## config.mk

```make
export PLATFORM = sky130hd
export DESIGN_NAME = parity_check
export DESIGN_NICKNAME = d
export VERILOG_FILES = /design/src/rtl/parity_check_pkg.sv /design/src/rtl/parity_err_counter.sv /design/src/rtl/parity_check.sv
export SDC_FILE = /design/constraint.sdc
export NUM_CORES = 1
export LEC_CHECK = 0
export BUFFER_PORTS_ARGS = -buffer_cell sky130_fd_sc_hd__buf_2
export CAP_MARGIN = 20
export CORE_MARGIN = 1.5
export CORE_UTILIZATION = 51
export DETAILED_ROUTE_END_ITERATION = 10
export PLACE_DENSITY = 0.78
export SLEW_MARGIN = 20
export SYNTH_ARGS = -nofsm -noshare
export SYNTH_HDL_FRONTEND = slang
export SYNTH_SLANG_ARGS = --single-unit
```

## constraint.sdc

```tcl
create_clock -name clk -period 2.3 [get_ports clk]
set_clock_uncertainty 0.05 [all_clocks]
set_input_delay 0.115 -clock clk [delete_from_list [all_inputs] [get_ports clk]]
set_output_delay 0.115 -clock clk [all_outputs]
set_load 0.02 [all_outputs]
```

## src/rtl/parity_check_pkg.sv

```systemverilog
// parity_check_pkg: shared state encoding, default width and parity function for the parity link
package parity_check_pkg;
  typedef enum logic {ST_RUN = 1'b0, ST_LOCKED = 1'b1} state_t;
  localparam int DATA_W_DEF = 5;
  // Words narrower than 32 bits are zero-extended by the caller, which leaves the XOR unchanged.
  function automatic logic parity(input logic [31:0] w);
    return ^w;
  endfunction
endpackage

```

## src/rtl/parity_err_counter.sv

```systemverilog
// parity_err_counter: saturating error counter with synchronous clear
module parity_err_counter #(
  parameter int CNT_W = 8
) (
  input  logic             clk,
  input  logic             rst,
  input  logic             inc,
  input  logic             clr,
  output logic [CNT_W-1:0] cnt
);
  // clear has priority; increments stop at all-ones instead of wrapping
  always_ff @(posedge clk or posedge rst)
    if (rst) cnt <= '0;
    else cnt <= clr ? '0 : (inc && !(&cnt)) ? cnt + 1'b1 : cnt;
endmodule

```

## src/rtl/parity_check.sv

```systemverilog
// parity_check: even-parity word checker with error counting and consecutive-error lockout
module parity_check
  import parity_check_pkg::*;
#(
  parameter int DATA_W    = DATA_W_DEF,
  parameter int CNT_W     = 8,
  parameter int ERR_LIMIT = 4
) (
  input  logic              clk,
  input  logic              rst,
  input  logic [DATA_W:0]   rx_word,
  input  logic              rx_valid,
  input  logic              clr_err,
  output logic [DATA_W-1:0] data_out,
  output logic              data_valid,
  output logic              parity_err,
  output logic              err_sticky,
  output logic [CNT_W-1:0]  err_cnt,
  output logic              locked
);
  state_t     state, state_nxt;
  logic [3:0] consec;
  logic       bad, take, run, hit;
  assign bad    = parity(32'(rx_word));
  assign take   = rx_valid && !clr_err;
  assign run    = state == ST_RUN;
  assign hit    = run && take && bad && (consec + 4'd1 == 4'(ERR_LIMIT));
  assign locked = state == ST_LOCKED;
  // lock on the limit-th consecutive bad word; only a clear returns to RUN
  always_comb state_nxt = clr_err ? ST_RUN : hit ? ST_LOCKED : state;
  // state register
  always_ff @(posedge clk or posedge rst)
    if (rst) state <= ST_RUN;
    else state <= state_nxt;
  // registered result pulses, data capture, sticky flag and consecutive-error run length
  always_ff @(posedge clk or posedge rst)
    if (rst) begin
      data_out   <= '0;
      data_valid <= 1'b0;
      parity_err <= 1'b0;
      err_sticky <= 1'b0;
      consec     <= '0;
    end else begin
      data_valid <= take && !bad && run;
      parity_err <= take && bad;
      if (take && !bad && run) data_out <= rx_word[DATA_W:1];
      err_sticky <= !clr_err && (err_sticky || (take && bad));
      consec     <= clr_err ? '0 : (!run || !take) ? consec : bad ? consec + 4'd1 : '0;
    end
  parity_err_counter #(.CNT_W(CNT_W)) u_cnt (
    .clk(clk),
    .rst(rst),
    .inc(take && bad),
    .clr(clr_err),
    .cnt(err_cnt)
  );
endmodule

```

==> impl_metrics.ini <==
[status]
status = finished clean

[critical_path]
cp-start-kind = flip-flop
critPathMaxFanout = 8
crit_start = u_cnt.cnt[0]
cp-end-kind = flip-flop
worstPathRequired_ns = 2.48
endpoint = u_cnt.cnt[3]
arrival_ns = 2.02
rr_startpoint = u_cnt.cnt[0]
rrSetupSlack_ns = 0.47
crit_chain = ha_1, and3_1, nand3_1, nand3_2, or3_1, a21oi_1
ff2ff_path_depth = 6
cp_slowest_stage_delay_ns = 0.44
rr_endpoint = u_cnt.cnt[3]
criticalPathCategory = reg2reg
cp_slowest_cell = dfrtp_1

[drt]
drt-total-wl_mm = 1.98
ant_nets = 0
wl_per_cell_um = 13.0
remaining_drc_errors = 0
vias = 815
drt-pass1-iter-count = 4
viasPerCell = 5.36
drtIter0Drc = 10

[cts]
htreeDepth = 1
cts_inserted_buffers = 3
clkTransAtPathRegs_ns = 0.12
post_cts_buffers = 0
worstSkewPairLatency_ns = 0.30
clock_sinks = 21
root_buffer = clkbuf_4
cts_buffer_depth = 2
cts_tree = built

[place]
gp_congestion = 0.793
dp_hpwl_mm = 1.46
place_ws_ns = 0.284
io_buffers = 26

[global_routing]
grt_pass1_vias = 742
grt-ovfl-total = 0
grtUsageTotal_pct = 19.5
antenna_found_initial = 0
grt_max_degree = 22
grt_pass1_wl_mm = 3.12

[sta]
worst_pin_slew_ns = 0.789
rsz0062_at_grt = no
relSlewSlack_pct = 47.3
drv_slew = 0
fin_crit_sh_pct = 79.7
finalSetupTns_ns = 0
finalSetupViolations = 0
fin_crit_ns = 1.83
hold_viol = 0
fmax_ghz = 0.545
setup_slack_ns = 0.466

[floorplanning]
die_y_um = 48.2
die_w_um = 48.2
pin_count = 27
die_area_um2 = 2330
start_util_pct = 53.7
core.rowCount = 16
core-area_um2 = 1940

[logic_synthesis]
ys_top_cells_by_count = dfrtp_1, a21oi_1, nand3_1
synth_top_area_cell = dfrtp_1
yosys-top-cells-area = dfrtp_1, mux2_4, a21oi_1, nand3_1, and3_1
synthesis.nets = 108
yosys_warnings = 0
postSynthAreaPerCell_um2 = 10.9
ys.flop_type = dfrtp_1
synth_seq_cells = 21
async_reset_ff_share_pct = 100
synthesis.area_um2 = 1040
ys_types = 29
yosysMostFrequentCell = dfrtp_1
synth_top_area_share_pct = 50.4
syn_inst = 96
yosysSeqAreaShare_pct = 50.4
synth_edf_count = 0

[pwr]
peakVddDrop_v = 0.000368
powerDensity_nw_per_um2 = 743
p_leak_nw = 0.655

[final_layout]
areaGrowthSynthToFinish_pct = 17.9
drive_above_1_share_pct = 32.0
num_antenna_cells = 0
nets = 138

[run]
maxCapViolCount = 0

[min_path]
hp-class = in2reg
[worst min path at each step]
| stage | from | endpoint | slack, ns | cells after the start |
|---|---|---|---|---|
| 2_1_floorplan | rst | consec[0] | 0.04 | 1 |
| 3_3_place_gp | rst | u_cnt.cnt[7] | 0.24 | 2 |
| 3_5_place_dp | rst | u_cnt.cnt[7] | 0.25 | 2 |
| 4_1_cts | rx_word[5] | data_out[4] | 0.01 | 2 |
| 5_1_grt | rx_word[1] | data_out[0] | 0.00008 | 2 |
| 6_report | rx_word[1] | data_out[0] | 0.03 | 2 |
[metrics by stage]
step                      cell area, µm²  instances  utilization (%)  total power, mW  hold WS, ns
after floorplan                     1040         96                -            0.661       0.0415
after global placement              1190        147             61.4            0.736        0.238
after detailed placement            1190        147             61.4            0.751        0.251
after CTS                           1230        152             63.3            0.930      0.00951
after global routing                1230        152             63.3            0.979    0.0000847
final                               1230        152             63.3            0.913       0.0263
[cell families after synthesis]
logic type	after synthesis	synth area share [%]
DFF	21	50.4
buffers and inverters	7	3.24
muxes	6	8.15
and+or+nand+nor	38	20.4
AOI/OAI and AO/OA	16	8.27
adders and majority gates	2	2.40
xor gates and xnor gates	6	7.20
[state kept, by name (all words and copies together), names as in the netlist]
name	count
err_sticky	1
data_valid	1
locked	1
u_cnt.cnt	8
data_out	5
consec	4
parity_err	1
[cell usage in the layout, fill, tap and decap left out]
cell type and instances:
a21oi_1 9, and3_1 5, buf_2 26, clkbuf_4 3, clkinv_2 1, dfrtp_1 21, dlygate4sd3_1 1, ha_1 2
inv_1 4, inv_2 1, mux2_4 5, mux2i_1 1, nand2_1 6, nand3_1 7, nand3_2 1, nand3b_2 1
nand4_1 1, nor2_1 6, nor2b_1 3, nor4_1 2, o21ai_0 1, o21ai_1 4, o31ai_1 1, o41ai_1 1
or3_1 4, or4_1 1, or4b_1 1, xnor2_1 3, xnor2_2 1, xnor3_2 1, xor2_1 1
[where the power goes]
group	internal [mW]	total [mW]	switching (mW)	leakage [nW]
sequential	0.422	0.455	0.0331	0.279
combinational	0.126	0.286	0.160	0.358
clock	0.0648	0.172	0.108	0.0177
total	0.612	0.913	0.301	0.655
[area by class of cell]
type | instances | area (µm²)
Tap cell | 27 | 33.8
Fill cell | 169 | 712
Multi-Input combinational cell | 68 | 484
Clock inverter | 1 | 5.00
Timing Repair Buffer | 27 | 140
Inverter | 5 | 18.8
Sequential cell | 21 | 526
Clock buffer | 3 | 22.5
[worst max-delay path, delay by kind of cell (launching register included)]
kind                       cells  cell delay, ns
adders and majority gates      1            0.25
AOI/OAI and AO/OA              1            0.15
DFF                            1            0.44
and+or+nand+nor                4            0.88
[timing repair]
action,in CTS,in global routing
hold buffers,1,0
gates resized for setup,0,0
endpoints found under the hold margin,21,0
[routing by layer]
metal	routed length, µm	track usage, %	part of all wire (%)
met1	887	24.3	45
met3	92	4.44	4.7
met5	0	0	0
met2	985	33.2	50
met4	10	6.49	0.51
No activity file was read; power rests on OpenSTA's default activity.
